==> src/rtl/bcd_pkg.sv <==
// Shared definitions for the sequential binary-to-BCD converter.
// Contents:
//   bcd_state_t  - FSM state encoding (IDLE, SHIFT, DONE)
//   BCD_DIGIT_W  - bits per packed BCD digit
//   MAX_DIGITS   - largest digit count the all-nines helper can produce
//   all_nines()  - packed pattern with the low n digits set to 9
package bcd_pkg;

    localparam int BCD_DIGIT_W = 4;
    localparam int MAX_DIGITS  = 32;

    typedef enum logic [1:0] {
        ST_IDLE  = 2'd0,
        ST_SHIFT = 2'd1,
        ST_DONE  = 2'd2
    } bcd_state_t;

    // Saturation value; callers slice off the low n digits they need.
    function automatic logic [BCD_DIGIT_W*MAX_DIGITS-1:0] all_nines(input int n);
        logic [BCD_DIGIT_W*MAX_DIGITS-1:0] r;
        r = '0;
        for (int i = 0; i < MAX_DIGITS; i++) begin
            if (i < n) r[BCD_DIGIT_W*i +: BCD_DIGIT_W] = 4'd9;
        end
        return r;
    endfunction

endpackage

==> src/rtl/bcd_digit_adj.sv <==
// Double-dabble digit correction: a digit of 5 or more gets +3 so that the
// following left shift carries into the next decimal digit.
// Ports:
//   i_digit - scratch BCD digit before the shift
//   o_digit - corrected digit (4-bit wrap, no carry out)
module bcd_digit_adj
    import bcd_pkg::*;
(
    input  logic [BCD_DIGIT_W-1:0] i_digit,
    output logic [BCD_DIGIT_W-1:0] o_digit
);

    assign o_digit = (i_digit >= 4'd5) ? i_digit + 4'd3 : i_digit;

endmodule

==> src/rtl/bcd_dabble.sv <==
// Sequential binary-to-BCD converter (shift-and-add-3), one bit per cycle.
// Saturates to all nines on overflow and flags leading-zero digits for the
// seven-segment blanking logic.
// Ports:
//   clk    - clock, rising edge
//   reset  - synchronous, active high; aborts any conversion
//   start  - conversion request, honoured only when idle
//   bin    - WIDTH-bit unsigned value, captured with an accepted start
//   busy   - high while shifting
//   done   - one-cycle pulse, coincides with new bcd/ovf/blank
//   bcd    - packed BCD result, digit 0 in bits [3:0]
//   ovf    - last conversion saturated (bin >= 10**DIGITS)
//   blank  - bit i set when digit i is a leading zero (bit 0 always 0)
module bcd_dabble
    import bcd_pkg::*;
#(
    parameter int WIDTH  = 6,
    parameter int DIGITS = 2
) (
    input  logic                          clk,
    input  logic                          reset,
    input  logic                          start,
    input  logic [WIDTH-1:0]              bin,
    output logic                          busy,
    output logic                          done,
    output logic [BCD_DIGIT_W*DIGITS-1:0] bcd,
    output logic                          ovf,
    output logic [DIGITS-1:0]             blank
);

    localparam int SW = BCD_DIGIT_W * DIGITS;
    localparam int CW = $clog2(WIDTH + 1);

    localparam logic [BCD_DIGIT_W*MAX_DIGITS-1:0] NINES_ALL = all_nines(DIGITS);
    localparam logic [SW-1:0]                     NINES     = NINES_ALL[SW-1:0];
    // Reset shows a single "0": every digit but the ones digit blanked.
    localparam logic [DIGITS-1:0]                 BLANK_RST = ~DIGITS'(1);

    bcd_state_t        r_state;
    logic [CW-1:0]     r_cnt;
    logic [WIDTH-1:0]  r_shift;
    logic [SW-1:0]     r_scratch;
    logic              r_ovf_sticky;
    logic              r_busy;
    logic              r_done;
    logic [SW-1:0]     r_bcd;
    logic              r_ovf;
    logic [DIGITS-1:0] r_blank;

    logic [SW-1:0]     w_adj;
    logic [SW-1:0]     w_scr_next;
    logic [WIDTH-1:0]  w_shift_next;
    logic              w_ovf_next;
    logic [DIGITS-1:0] w_blank_next;

    genvar g;
    generate
        for (g = 0; g < DIGITS; g++) begin : g_adj
            bcd_digit_adj u_adj (
                .i_digit (r_scratch[g*BCD_DIGIT_W +: BCD_DIGIT_W]),
                .o_digit (w_adj[g*BCD_DIGIT_W +: BCD_DIGIT_W])
            );
        end
    endgenerate

    assign w_scr_next   = {w_adj[SW-2:0], r_shift[WIDTH-1]};
    assign w_shift_next = r_shift << 1;
    // A bit leaving the top digit means the running prefix already reached
    // 10**DIGITS; the prefix only grows, so the flag stays valid once set.
    assign w_ovf_next   = r_ovf_sticky | w_adj[SW-1];

    // Leading-zero run scanned from the most significant digit downward.
    always_comb begin
        logic v_zero;
        w_blank_next = '0;
        v_zero       = 1'b1;
        for (int i = DIGITS - 1; i >= 1; i--) begin
            v_zero          = v_zero & (w_scr_next[i*BCD_DIGIT_W +: BCD_DIGIT_W] == 4'd0);
            w_blank_next[i] = v_zero;
        end
    end

    always_ff @(posedge clk) begin
        if (reset) begin
            r_state      <= ST_IDLE;
            r_cnt        <= '0;
            r_shift      <= '0;
            r_scratch    <= '0;
            r_ovf_sticky <= 1'b0;
            r_busy       <= 1'b0;
            r_done       <= 1'b0;
            r_bcd        <= '0;
            r_ovf        <= 1'b0;
            r_blank      <= BLANK_RST;
        end else begin
            r_done <= 1'b0;
            case (r_state)
                ST_IDLE: begin
                    if (start) begin
                        r_shift      <= bin;
                        r_scratch    <= '0;
                        r_ovf_sticky <= 1'b0;
                        r_cnt        <= CW'(WIDTH);
                        r_busy       <= 1'b1;
                        r_state      <= ST_SHIFT;
                    end
                end
                ST_SHIFT: begin
                    r_scratch    <= w_scr_next;
                    r_shift      <= w_shift_next;
                    r_ovf_sticky <= w_ovf_next;
                    r_cnt        <= r_cnt - CW'(1);
                    if (r_cnt == CW'(1)) begin
                        // Results are loaded from the final iteration's next
                        // value so they are visible during the DONE cycle,
                        // alongside the done pulse.
                        r_state <= ST_DONE;
                        r_busy  <= 1'b0;
                        r_done  <= 1'b1;
                        if (w_ovf_next) begin
                            r_bcd   <= NINES;
                            r_ovf   <= 1'b1;
                            r_blank <= '0;
                        end else begin
                            r_bcd   <= w_scr_next;
                            r_ovf   <= 1'b0;
                            r_blank <= w_blank_next;
                        end
                    end
                end
                ST_DONE: begin
                    r_state <= ST_IDLE;
                end
                default: begin
                    r_state <= ST_IDLE;
                end
            endcase
        end
    end

    assign busy  = r_busy;
    assign done  = r_done;
    assign bcd   = r_bcd;
    assign ovf   = r_ovf;
    assign blank = r_blank;

endmodule

==> config.mk <==
export PLATFORM = sky130hd
export DESIGN_NAME = bcd_dabble
export DESIGN_NICKNAME = d
export VERILOG_FILES = /design/src/rtl/bcd_pkg.sv /design/src/rtl/bcd_digit_adj.sv /design/src/rtl/bcd_dabble.sv
export SDC_FILE = /design/constraint.sdc
export NUM_CORES = 1
export LEC_CHECK = 0
export ABC_AREA = 1
export CORE_MARGIN = 2
export CORE_UTILIZATION = 45
export DETAILED_ROUTE_END_ITERATION = 8
export HOLD_SLACK_MARGIN = 0.08
export PLACE_DENSITY = 0.68
export SLEW_MARGIN = 40
export SYNTH_ARGS = -nofsm -noshare
export SYNTH_HDL_FRONTEND = slang
export SYNTH_SLANG_ARGS = --single-unit
==> constraint.sdc <==
create_clock -name clk -period 1.5 [get_ports clk]
set_input_delay 0.3 -clock clk [delete_from_list [all_inputs] [get_ports clk]]
set_output_delay 0.3 -clock clk [all_outputs]
set_load 0.03 [all_outputs]
# Yosys cells after proc, flatten, opt, wreduce, memory -nomap -nowiden
# Index checks and enable logic that the tools add are counted.
[totals] register_bits=33 latchBits=0 ram_bits=0 romBits=0 input_bits=9 wordCells=49 memories=0
[op_classes] add_sub_neg=3 n_mul=0 div=0 magnitude_cmp=2 n_eq_ne=4 shifts=0 n_mux=20 n_bitwise=2 n_reduce_logical=8
[op_table] operator="two-way mux 8 bit" n=2
[op_table] operator="one-hot mux 8 bit (2 select lines)" n=1
[op_table] operator="one-hot mux 6 bit (2 select lines)" n=1
[op_table] operator="adder 4 x 2 -> 4 bit (second input constant)" n=2
[op_table] operator=">= comparator 4 x 3 -> 1 bit (second input constant)" n=2
[op_table] operator="two-way mux 4 bit" n=2
[op_table] operator="two-way mux 2 bit" n=3
[op_table] operator="two-way mux 6 bit" n=1
[op_table] operator="one-hot mux 3 bit (2 select lines)" n=1
[op_table] operator="AND reduction 2 bit" n=3
[op_table] operator="two-way mux 1 bit" n=5
[op_table] operator="zero test 4 bit" n=1
[op_table] operator="!= test 2 bit (second input constant)" n=2
[op_table] operator="one-hot mux 1 bit (2 select lines)" n=2
[op_table] operator="one-hot mux 2 bit (2 select lines)" n=1
[op_table] operator="equality test 3 x 1 -> 1 bit (second input constant)" n=1
[op_table] operator="two-way mux 3 bit" n=1
[op_table] operator="AND reduction 3 bit" n=1
[op_table] operator="subtractor 3 x 1 -> 3 bit (second input constant)" n=1
[op_table] operator="equality test 2 x 1 -> 1 bit (second input constant)" n=1
[op_table] operator="zero test 2 bit" n=1
[op_table] operator="nonzero test 2 bit" n=1
[op_table] operator="OR reduction 2 bit" n=1
[op_table] operator="inverter 1 bit" n=1
[op_table] operator="bitwise OR 1 bit" n=1

# Longest topological paths before layout
# Gate-level depths: netlist of the first run.
[depth] word_depth=4 ltp_mapped=11 ltp_nobuf=11

# Cells and area by module
# A second synthesis of the first run with hierarchy kept.
[unflattened] hier_cells=240 area_unflattened_um2=1722.9
[by_module_without_submodules] module="bcd_dabble" n_inst=1 cells_per_inst=194 area_per_inst_um2=1452.6
[by_module_without_submodules] module="bcd_digit_adj" n_inst=2 cells_per_inst=23 area_per_inst_um2=135.1

# Worst setup path before layout of the first run
# No wires, ideal clock.
[synth_path] path_kind="reg-to-reg" from="register r_scratch[4]" to="register r_bcd[6] (netlist: bcd[6])" arrival_time_ns=1.253 t_required_ns=1.383 slack_ns=0.130 path_stages_with_launch=11 path_cell_list="dfxtp_1 > inv_1 > ha_1 > inv_1 > nand2_1 > nand2_1 > nand2_1 > nor2_1 > nor2_4 > nand2_1 > o21ai_1"
[synth_via] elab_chain_cells=4
[synth_rtl] item="start, declared" line_no="bcd_dabble.sv:42" text="logic [SW-1:0] r_scratch;"
[synth_rtl] item="start signal, assigned" line_no="bcd_dabble.sv:109" text="r_scratch <= w_scr_next;"
[synth_rtl] item="adder 4 x 2 -> 4 bit / >= comparator 4 x 3 -> 1 bit (equally long branches)" line_no="bcd_digit_adj.sv:13" text="assign o_digit = (i_digit >= 4'd5) ? i_digit + 4'd3 : i_digit;"
[synth_rtl] item="two-way mux 4 bit *" line_no="bcd_digit_adj.sv:13"
[synth_rtl] item="bitwise OR 1 bit" line_no="bcd_dabble.sv:70" text="assign w_ovf_next = r_ovf_sticky | w_adj[SW-1];"
[synth_rtl] item="two-way mux 8 bit *" line_no="bcd_dabble.sv:120" text="if (w_ovf_next) begin"
[synth_rtl] item="end signal, assigned" line_no="bcd_dabble.sv:125" text="r_bcd <= w_scr_next;"
[synth_rtl] item="end, declared" line_no="bcd_dabble.sv:46" text="logic [SW-1:0] r_bcd;"
# Mark *: on every way between the ends. The rest lies on a longest branch, timed or not.
# A chain may end at the register's enable or synchronous reset.

# Worst setup path in the final report of the first run
[layout_path] from="register r_scratch[4]" to="register r_ovf_sticky"
[layout_via] elab_chain_cells=4
[layout_rtl] item="adder 4 x 2 -> 4 bit / >= comparator 4 x 3 -> 1 bit (equally long branches)" line_no="bcd_digit_adj.sv:13"
[layout_rtl] item="two-way mux 4 bit *" line_no="bcd_digit_adj.sv:13"
[layout_rtl] item="bitwise OR 1 bit *" line_no="bcd_dabble.sv:70"
[layout_rtl] item="one-hot mux 1 bit (2 select lines) *" line_no="bcd_dabble.sv:97" text="case (r_state)"
[layout_rtl] item="end signal, assigned" line_no="bcd_dabble.sv:111" text="r_ovf_sticky <= w_ovf_next;"
[layout_rtl] item="end, declared" line_no="bcd_dabble.sv:43" text="logic r_ovf_sticky;"
# Marks and branches as above.

==> impl_metrics.py, run 1 <==
metrics = {
    "place": {
        "dp_cells": 285,
        "dpl.hpwl_mm": 2.45,
        "place_ws_ps": 48.1,
        "dpl_cell_area_sq_um": 1840,
        "port_buffers": 20,
        "gp_congestion": 0.843,
    },
    "timing": {
        "fin_crit_sh_pct": 93.1,
        "hold_slack_ps": 452,
        "fin_setup_tns_ps": 0,
        "worst_slack_ps": 103,
        "hold_viol": 0,
        "drv_slew": 0,
        "rsz0062_at_grt": "true",
        "setup_viol": 0,
        "max_freq_mhz": 716,
        "skew_ps": 10.2,
        "post-route-min-period_ps": 1400,
    },
    "power_and_ir_drop": {
        "vdd_ir_drop_max_uv": 603,
        "power.total_mw": 1.65,
        "p_leak_nw": 0.960,
        "p_per_area_nw_per_um2": 843,
    },
    "logic_synthesis": {
        "ys_ff_latch": 32,
        "synth.distinct_cells": 29,
        "yosys_warnings": 0,
        "synth.cell_area_sq_um": 1540,
        "synth_nets": 230,
        "yosysSeqAreaShare_pct": 41.6,
        "syn-mean-instance-area_sq_um": 7.17,
        "synth_cells": 215,
    },
    "floorplanning": {
        "die_y_microns": 62.5,
        "io_pins": 22,
        "start_util_pct": 46.6,
        "dieArea_sq_um": 3910,
        "die_x_microns": 62.5,
        "design.core.area_sq_um": 3310,
        "core.rowCount": 21,
    },
    "global_routing": {
        "grt_pass1_wl_mm": 5.94,
        "grt_remaining_overflow": 0,
        "grt_max_degree": 14,
        "grt_antenna_before_repair": 0,
        "grt.total_usage_pct": 19.0,
        "grt_pass1_vias": 1302,
    },
    "worst_setup_path": {
        "crit_path_start_kind": "flip-flop",
        "endpoint_kind": "flip-flop",
        "critical_path_class": "flip-flop to flip-flop",
        "path_max_fanout": 7,
        "worst_ep_required_time_ps": 1770,
        "cp.arrival_ps": 1670,
        "reg2reg_depth": 10,
    },
    "clock_tree": {
        "clk_path_buf_depth": 2,
        "postCtsHoldBufs": 0,
        "cts_tree": "done",
        "clock_latency_ps": 330,
        "root_buffer": "clkbuf_4",
        "clk_pin_slew_worst_paths_ps": 110,
        "cts_buffers": 5,
        "cts_sinks": 32,
        "htree_levels": 2,
    },
    "final_layout": {
        "fin_nets": 263,
        "finalNonFillerCells": 295,
        "antennaDiodeCount": 0,
        "drive_above_1_share_pct": 17.7,
        "final_common_cell": "nand2_1",
        "seqCellArea_sq_um": 644,
        "multi_input_area_sq_um": 774,
        "fill_cells": 328,
        "fin_util_pct": 59.0,
        "mostFrequentLayoutCells": "nand2_1, inv_1, dfxtp_1",
        "syn2layout_area_growth_pct": 26.7,
        "fin_area_sq_um": 1950,
    },
    "detailed_routing": {
        "avgViaCountPerCell": 4.71,
        "drt-pass1-iter-count": 5,
        "routed_wirelength_mm": 3.34,
        "wl_per_cell_microns": 11.3,
        "drt-initial-drc-count": 44,
        "vias": 1389,
        "post-route-drc-count": 0,
        "postRouteAntennaNets": 0,
    },
    "run": {
        "maxCapViolations": 0,
    },
    "min_path": {
        "hold_path.class": "flip-flop to flip-flop",
        "hold_depth": 2,
    },
    "status": {
        "status": "finished, final reports clean",
    },
}
critical path: stages, from the launching register on:
cell,delay [ps]
dfxtp_2,370
inv_2,60
ha_4,150
inv_1,80
nand2_2,90
nand2_2,80
nand2_1,60
nor2_2,150
nor2_4,80
buf_4,140
nor3_2,80
area by class of cell:
type | instances | area share (%)
Clock inverter | 2 | 0.512
Inverter | 36 | 7.30
Tap cell | 46 | 2.95
Sequential cell | 32 | 33.0
Timing Repair Buffer | 30 | 14.0
Multi-Input combinational cell | 143 | 39.7
Clock buffer | 6 | 2.63
cell usage after synthesis:
master | n | share of area [%]
clkinv_2 | 1 | 0.32
o221ai_1 | 2 | 1.1
nor2_8 | 1 | 1.3
nand3_1 | 10 | 3.2
nor2_2 | 1 | 0.41
o21ai_1 | 10 | 3.2
buf_6 | 1 | 0.73
nand2_4 | 2 | 1.5
nand2_1 | 61 | 15
nand2_2 | 2 | 0.81
nand4_1 | 8 | 3.2
nor2_4 | 1 | 0.73
o21ai_0 | 4 | 1.3
inv_4 | 1 | 0.41
o22ai_1 | 5 | 2.0
a21oi_1 | 9 | 2.9
conb_1 | 1 | 0.24
buf_4 | 1 | 0.49
a21oi_2 | 1 | 0.57
buf_2 | 1 | 0.32
clkbuf_1 | 1 | 0.24
inv_1 | 32 | 7.8
o21a_1 | 1 | 0.49
inv_2 | 2 | 0.49
nor2_1 | 16 | 3.9
nor3_1 | 1 | 0.32
a221oi_1 | 1 | 0.57
ha_1 | 6 | 4.9
dfxtp_1 | 32 | 42
what timing repair did:
action                                  4_1_cts  5_1_grt
endpoints found under the setup margin       12       13
buffers inserted                              0        2
resized for setup                            12       18
pin swaps                                     0        4
final timing paths:
check,from,to,slack (ps)
worst max register to register,r_scratch[4],r_ovf_sticky,100
worst max-delay path,r_scratch[4],r_ovf_sticky,100
worst min-delay path,bcd[2],bcd[2],450
worst min register to register,bcd[2],bcd[2],450
power breakdown:
part	internal, mW	switching (mW)
Combinational	0.0921	0.139
Clock	0.223	0.290
Sequential	0.883	0.0206
Total	1.20	0.449
routing by layer:
layer	GRT usage [%]	up-vias	part of all wire [%]
met5	0	-	0
met4	5.83	0	1.3
met3	5.41	5	4.9
met2	30.4	39	45
met1	24.8	595	49
li1	-	750	-
registers in the layout, summed over array words and instances (netlist names):
signal	count
done	1
r_shift	6
blank	1
ovf	1
r_state	2
bcd	8
busy	1
r_cnt	3
r_scratch	8
r_ovf_sticky	1
cell families after synthesis:
| family | Yosys count | share of synthesized area [%] |
|---|---|---|
| adder cells (fa/ha/maj) | 6 | 4.87 |
| AO/OA/AOI/OAI | 33 | 12.3 |
| other | 1 | 0.243 |
| buffers and inverters | 40 | 10.8 |
| AND/OR/NAND/NOR | 103 | 30.3 |
| flip-flops | 32 | 41.6 |
Power figures use the tool's default switching activity.
==> run 2, diff against run 1 <==
--- a/config.mk
+++ b/config.mk
@@ -11,6 +11,7 @@
 export DETAILED_ROUTE_END_ITERATION = 8
 export HOLD_SLACK_MARGIN = 0.08
 export PLACE_DENSITY = 0.68
+export RECOVER_POWER = 50
 export SLEW_MARGIN = 40
 export SYNTH_ARGS = -nofsm -noshare
 export SYNTH_HDL_FRONTEND = slang
==> run 2 against run 1 <==
Register-to-register slack about the same; via count is the same; die area is the same; utilization decreased by 0.076 points; wire length down 0.27%; non-clock buffer count did not move; largest power group unchanged.
==> impl_metrics.py, run 2 (same netlist as run 1, synthesis figures left out) <==
metrics = {
    "floorplanning": {
        "core.rowCount": 21,
        "die_x_microns": 62.5,
        "design.core.area_sq_um": 3310,
        "die_y_microns": 62.5,
        "dieArea_sq_um": 3910,
        "io_pins": 22,
        "start_util_pct": 46.6,
    },
    "timing": {
        "worst_slack_ps": 105,
        "rsz0062_at_grt": "true",
        "setup_viol": 0,
        "skew_ps": 10.9,
        "max_freq_mhz": 717,
        "fin_setup_tns_ps": 0,
        "drv_slew": 0,
        "fin_crit_sh_pct": 93.0,
        "hold_viol": 0,
        "post-route-min-period_ps": 1390,
    },
    "detailed_routing": {
        "avgViaCountPerCell": 4.71,
        "postRouteAntennaNets": 0,
        "post-route-drc-count": 0,
        "wl_per_cell_microns": 11.3,
        "drt-initial-drc-count": 43,
        "drt-pass1-iter-count": 4,
        "vias": 1389,
        "routed_wirelength_mm": 3.33,
    },
    "global_routing": {
        "grt.total_usage_pct": 19.0,
        "grt_antenna_before_repair": 0,
        "grt_pass1_wl_mm": 5.94,
        "grt_max_degree": 14,
        "grt_pass1_vias": 1302,
        "grt_remaining_overflow": 0,
    },
    "clock_tree": {
        "clk_pin_slew_worst_paths_ps": 110,
        "postCtsHoldBufs": 0,
        "clock_latency_ps": 330,
        "root_buffer": "clkbuf_4",
        "htree_levels": 2,
        "cts_buffers": 5,
        "clk_path_buf_depth": 2,
        "cts_tree": "done",
        "cts_sinks": 32,
    },
    "place": {
        "dp_cells": 285,
        "gp_congestion": 0.843,
        "dpl.hpwl_mm": 2.45,
        "place_ws_ps": 48.1,
        "dpl_cell_area_sq_um": 1840,
        "port_buffers": 20,
    },
    "final_layout": {
        "final_common_cell": "nand2_1",
        "finalNonFillerCells": 295,
        "syn2layout_area_growth_pct": 26.5,
        "antennaDiodeCount": 0,
        "drive_above_1_share_pct": 17.3,
        "fill_cells": 329,
        "mostFrequentLayoutCells": "nand2_1, inv_1, dfxtp_1",
        "fin_area_sq_um": 1950,
        "fin_nets": 263,
    },
    "worst_setup_path": {
        "worst_ep_required_time_ps": 1770,
        "critPathMaxStageDelay_ps": 370,
        "path_max_fanout": 7,
        "endpoint_kind": "flip-flop",
        "crit_chain": "inv_2, ha_4, inv_1, nand2_2, nand2_2, nand2_1, nor2_2, nor2_4, buf_4, nor3_2",
        "critical_path_class": "flip-flop to flip-flop",
        "crit_path_frequent_cell": "nand2_2",
        "crit_path_start_kind": "flip-flop",
        "crit_slowest_cell": "dfxtp_2",
        "regToRegSetupSlack_ps": 110,
        "cp.arrival_ps": 1670,
    },
    "power_and_ir_drop": {
        "p_leak_nw": 0.960,
        "vdd_ir_drop_max_uv": 603,
        "power.total_mw": 1.65,
        "p_per_area_nw_per_um2": 844,
    },
    "min_path": {
        "hold_path.class": "flip-flop to flip-flop",
    },
    "run": {
        "maxCapViolations": 0,
    },
    "status": {
        "status": "finished, final reports clean",
    },
}
==> run 2: critical path: cells and delay by family, from the launching register on <==
family / cells / cell delay, ps
simple gates: 6 / 540
buf+inv: 3 / 280
flops: 1 / 370
fa+ha+maj: 1 / 150
==> run 2: final cells by class <==
| class | count | area [sq um] | area share [%] |
|---|---|---|---|
| multi-input cells | 143 | 772 | 39.6 |
| flip-flops and latches | 32 | 644 | 33.0 |
| repair buffers | 30 | 273 | 14.0 |
| inverters | 36 | 143 | 7.31 |
| well taps | 46 | 57.6 | 2.95 |
| clock buffers | 6 | 51.3 | 2.63 |
| clock inverters | 2 | 10.0 | 0.513 |
==> run 2: metrics by stage <==
| step | util [%] | hold WS (ps) |
|---|---|---|
| floorplan | - | 384 |
| global placement | 55.7 | 449 |
| detailed placement | 55.7 | 446 |
| CTS | 57.1 | 462 |
| global route | 58.9 | 489 |
| finish | 58.9 | 452 |
==> run 2: power breakdown <==
part | switching [mW] | internal, mW | leakage (nW)
registers | 0.0202 | 0.883 | 0.262
logic | 0.138 | 0.0915 | 0.660
clock network | 0.291 | 0.223 | 0.0380
total | 0.449 | 1.20 | 0.960
==> run 2: timing repair <==
item                       CTS  global route
gates cloned                 0             0
pin swaps                    0             4
gates resized for setup     12            18
setup endpoints to repair   12            13
setup buffers                0             2
==> run 2: final timing paths <==
check | startpoint | endpoint | cells past startpoint
max | r_scratch[4] | r_ovf_sticky | 10
min | bcd[2] | bcd[2] | 2
max reg2reg | r_scratch[4] | r_ovf_sticky | 10
min reg2reg | bcd[2] | bcd[2] | 2
==> run 2: layer usage <==
layer / wire, microns / GRT usage [%] / vias up
met2: 1500 / 30.4 / 36
met4: 44 / 5.83 / 0
li1: - / - / 752
met5: 0 / 0 / -
met1: 1640 / 24.8 / 596
met3: 157 / 5.41 / 5
==> RTL edit (config.mk and constraints of run 2) <==
Encoding of `bcd_state_t`: now one-hot (3 bits for 3 states).
--- a/src/rtl/bcd_pkg.sv
+++ b/src/rtl/bcd_pkg.sv
@@ -9,10 +9,10 @@
     localparam int BCD_DIGIT_W = 4;
     localparam int MAX_DIGITS  = 32;
 
-    typedef enum logic [1:0] {
-        ST_IDLE  = 2'd0,
-        ST_SHIFT = 2'd1,
-        ST_DONE  = 2'd2
+    typedef enum logic [2:0] {
+        ST_IDLE  = 3'b001,
+        ST_SHIFT = 3'b010,
+        ST_DONE  = 3'b100
     } bcd_state_t;
 
     // Saturation value; callers slice off the low n digits they need.
Function: no difference found for any inputs over 10 cycles, from zero or initial values and one cycle with reset high; not proved beyond that.
==> RTL edit against run 2 <==
  * Wire length rose by 0.78%
  * Global-route usage fell by 0.86 points
  * Synthesized area rose by 5.7%
  * Register-to-register slack improved by 0.02 ns
  * Count of clock-buffer cells in the layout did not move
  * Final cell count fell by 1.0%
  * Sequential cell count rose by 1
  * Worst setup slack improved by 0.020 ns
  * Cell area rose by 4.2%
  * Total power fell by 4.6%
  * Critical path type is now reg -> out
  * Critical endpoint is now bcd[1]
==> RTL edit: results (changes against run 2) <==
[setup_path]
rrSetupSlack_ns = 0.13  ; +0.02 ns
worstReg2RegEnd = r_scratch[4]
cp_top_family = buffers and inverters
cp_data_arrival_time_ns = 1.08  ; -0.59 ns
r2r-start = r_scratch[1]
r2r_cells = 10  ; unchanged
cpMaxStageDelayCell = dlygate4sd2_1
cp_slowest_stage_delay_ns = 0.40  ; +0.03 ns
cp_max_fo = 2  ; -5

[clock_tree]
clk_latency_ns = 0.33  ; about the same
cts_max_path_buffers = 2  ; unchanged
clk_pin_slew_worst_paths_ns = 0.10
cts_root_buf = clkbuf_4
htreeDepth = 2  ; unchanged
cts_inserted_buffers = 5  ; unchanged

[routing]
met2_length_mm = 1.469  ; -1.9%
dr.pass1.iters = 4  ; unchanged
wl_met1_mm = 1.723  ; +5.4%
drt_iter0_drc = 56  ; +30%
vias_per_cell = 4.897  ; +4.0%
top_layer_used = met4
met3_length_um = 112  ; -29%
routed_wl_mm = 3.360  ; +0.78%

[yosys]
yosys-top-cells-area = dfxtp_1 (41%), nand2_1 (9.7%), a21oi_1 (6.1%)
syn_inst = 208  ; -3.3%
ys_top_cells_by_count = nand2_1 (42), dfxtp_1 (33), a21oi_1 (20), inv_1 (20), nor2_1 (17)
synth-seq-area-share = 0.4055  ; -0.01005
syn_nets = 223  ; -3.0%
synth.distinct_cells = 33  ; +14%
async_flop_share = 0  ; unchanged
synth_warnings = 0  ; unchanged

[place]
place_inst = 282  ; -1.1%
port_buffers = 20  ; unchanged
place_hpwl_mm = 2.429  ; -0.72%
gp_congestion = 0.7861  ; -6.7%

[sta]
hold_viol_final = 0  ; unchanged
fin_worst_skew_ns = 0.007793  ; -0.003134 ns

[power]
leakagePower_nw = 0.8974  ; -6.5%
irDropWorstVdd_v = 0.0004447  ; -26%

[layout]
finalNonFillerCells = 292  ; -1.0%
num_antenna_cells = 0  ; unchanged
drive_gt1_frac = 0.2439  ; +0.07121
nets = 260  ; -1.1%

[hold_path]
hold_class = reg -> reg
hp-start = blank[1]
holdPathEnd = blank[1]
hold_depth = 2  ; unchanged

[grt]
grt_use_total = 0.1812  ; -0.008575
grt_pass1_wl_mm = 5.837  ; -1.7%
grt_max_degree = 18  ; +4
grt_antenna_before_repair = 0  ; unchanged
first_global_vias = 1300  ; -0.15%

[status]
status = finished clean

RTL edit: cell type report:
type / count / area, µm²
sequential: 33 / 666.9
tap: 46 / 57.56
fill: 354 / 1383
clock buffer: 6 / 41.29
multi-input combinational: 142 / 832.0
timing repair buffer: 36 / 314.1
clock inverter: 2 / 10.01
inverter: 27 / 111.4
RTL edit: routing by layer:
metal  vias up  track usage
met5         -            0
met4         0      0.07181
met3         7      0.03697
met2        25       0.2852
met1       646       0.2429
li1        752            -
RTL edit: tightest hold or removal path: cells and delay by family (launching register included):
kind,cells,cell delay [ns]
AOI/OAI and AO/OA,1,0.06
DFF,1,0.33
and+or+nand+nor,1,0.05
RTL edit: kinds of logic after synthesis:
family,count (synthesis),share of synthesized area
AO/OA/AOI/OAI,42,0.1559
adder cells (fa/ha/maj),6,0.04608
buffers and inverters,33,0.09370
flip-flops,33,0.4055
other,1,0.002302
AND/OR/NAND/NOR,93,0.2965
RTL edit: worst max path at each step:
stage	start	endpoint	slack, ns	cells after the start
after CTS	r_cnt[1]	bcd[1]	0.06	9
after global placement	start	r_cnt[1]	0.07	7
after global routing	r_scratch[1]	blank[1]	-0.005	11
final	bcd[1]	bcd[1]	0.12	1
after floorplan	r_scratch[4]	bcd[5]	0.17	10
after detailed placement	start	r_cnt[1]	0.06	7
RTL edit: through the flow:
stage,cell area [µm²],hold slack [ns],power [mW],setup slack (ns)
floorplan,1629,0.4283,1.054,0.1728
global placement,1961,0.4491,1.115,0.07131
detailed placement,1961,0.4467,1.117,0.06469
CTS,1997,0.4673,1.586,0.06486
global route,2033,0.4960,1.656,-0.004685
finish,2033,0.4631,1.571,0.1248
RTL edit: timing repair:
| action | CTS | global route |
|---|---|---|
| resized for setup | 12 | 17 |
| pin swaps | 0 | 4 |
| setup endpoints to repair | 12 | 13 |
| buffers inserted | 0 | 2 |
| gates cloned | 0 | 0 |
RTL edit: power breakdown:
group	total [mW]	switching [mW]	internal, mW
registers	0.925	0.0197	0.906
clock network	0.480	0.302	0.178
logic	0.166	0.0946	0.0712
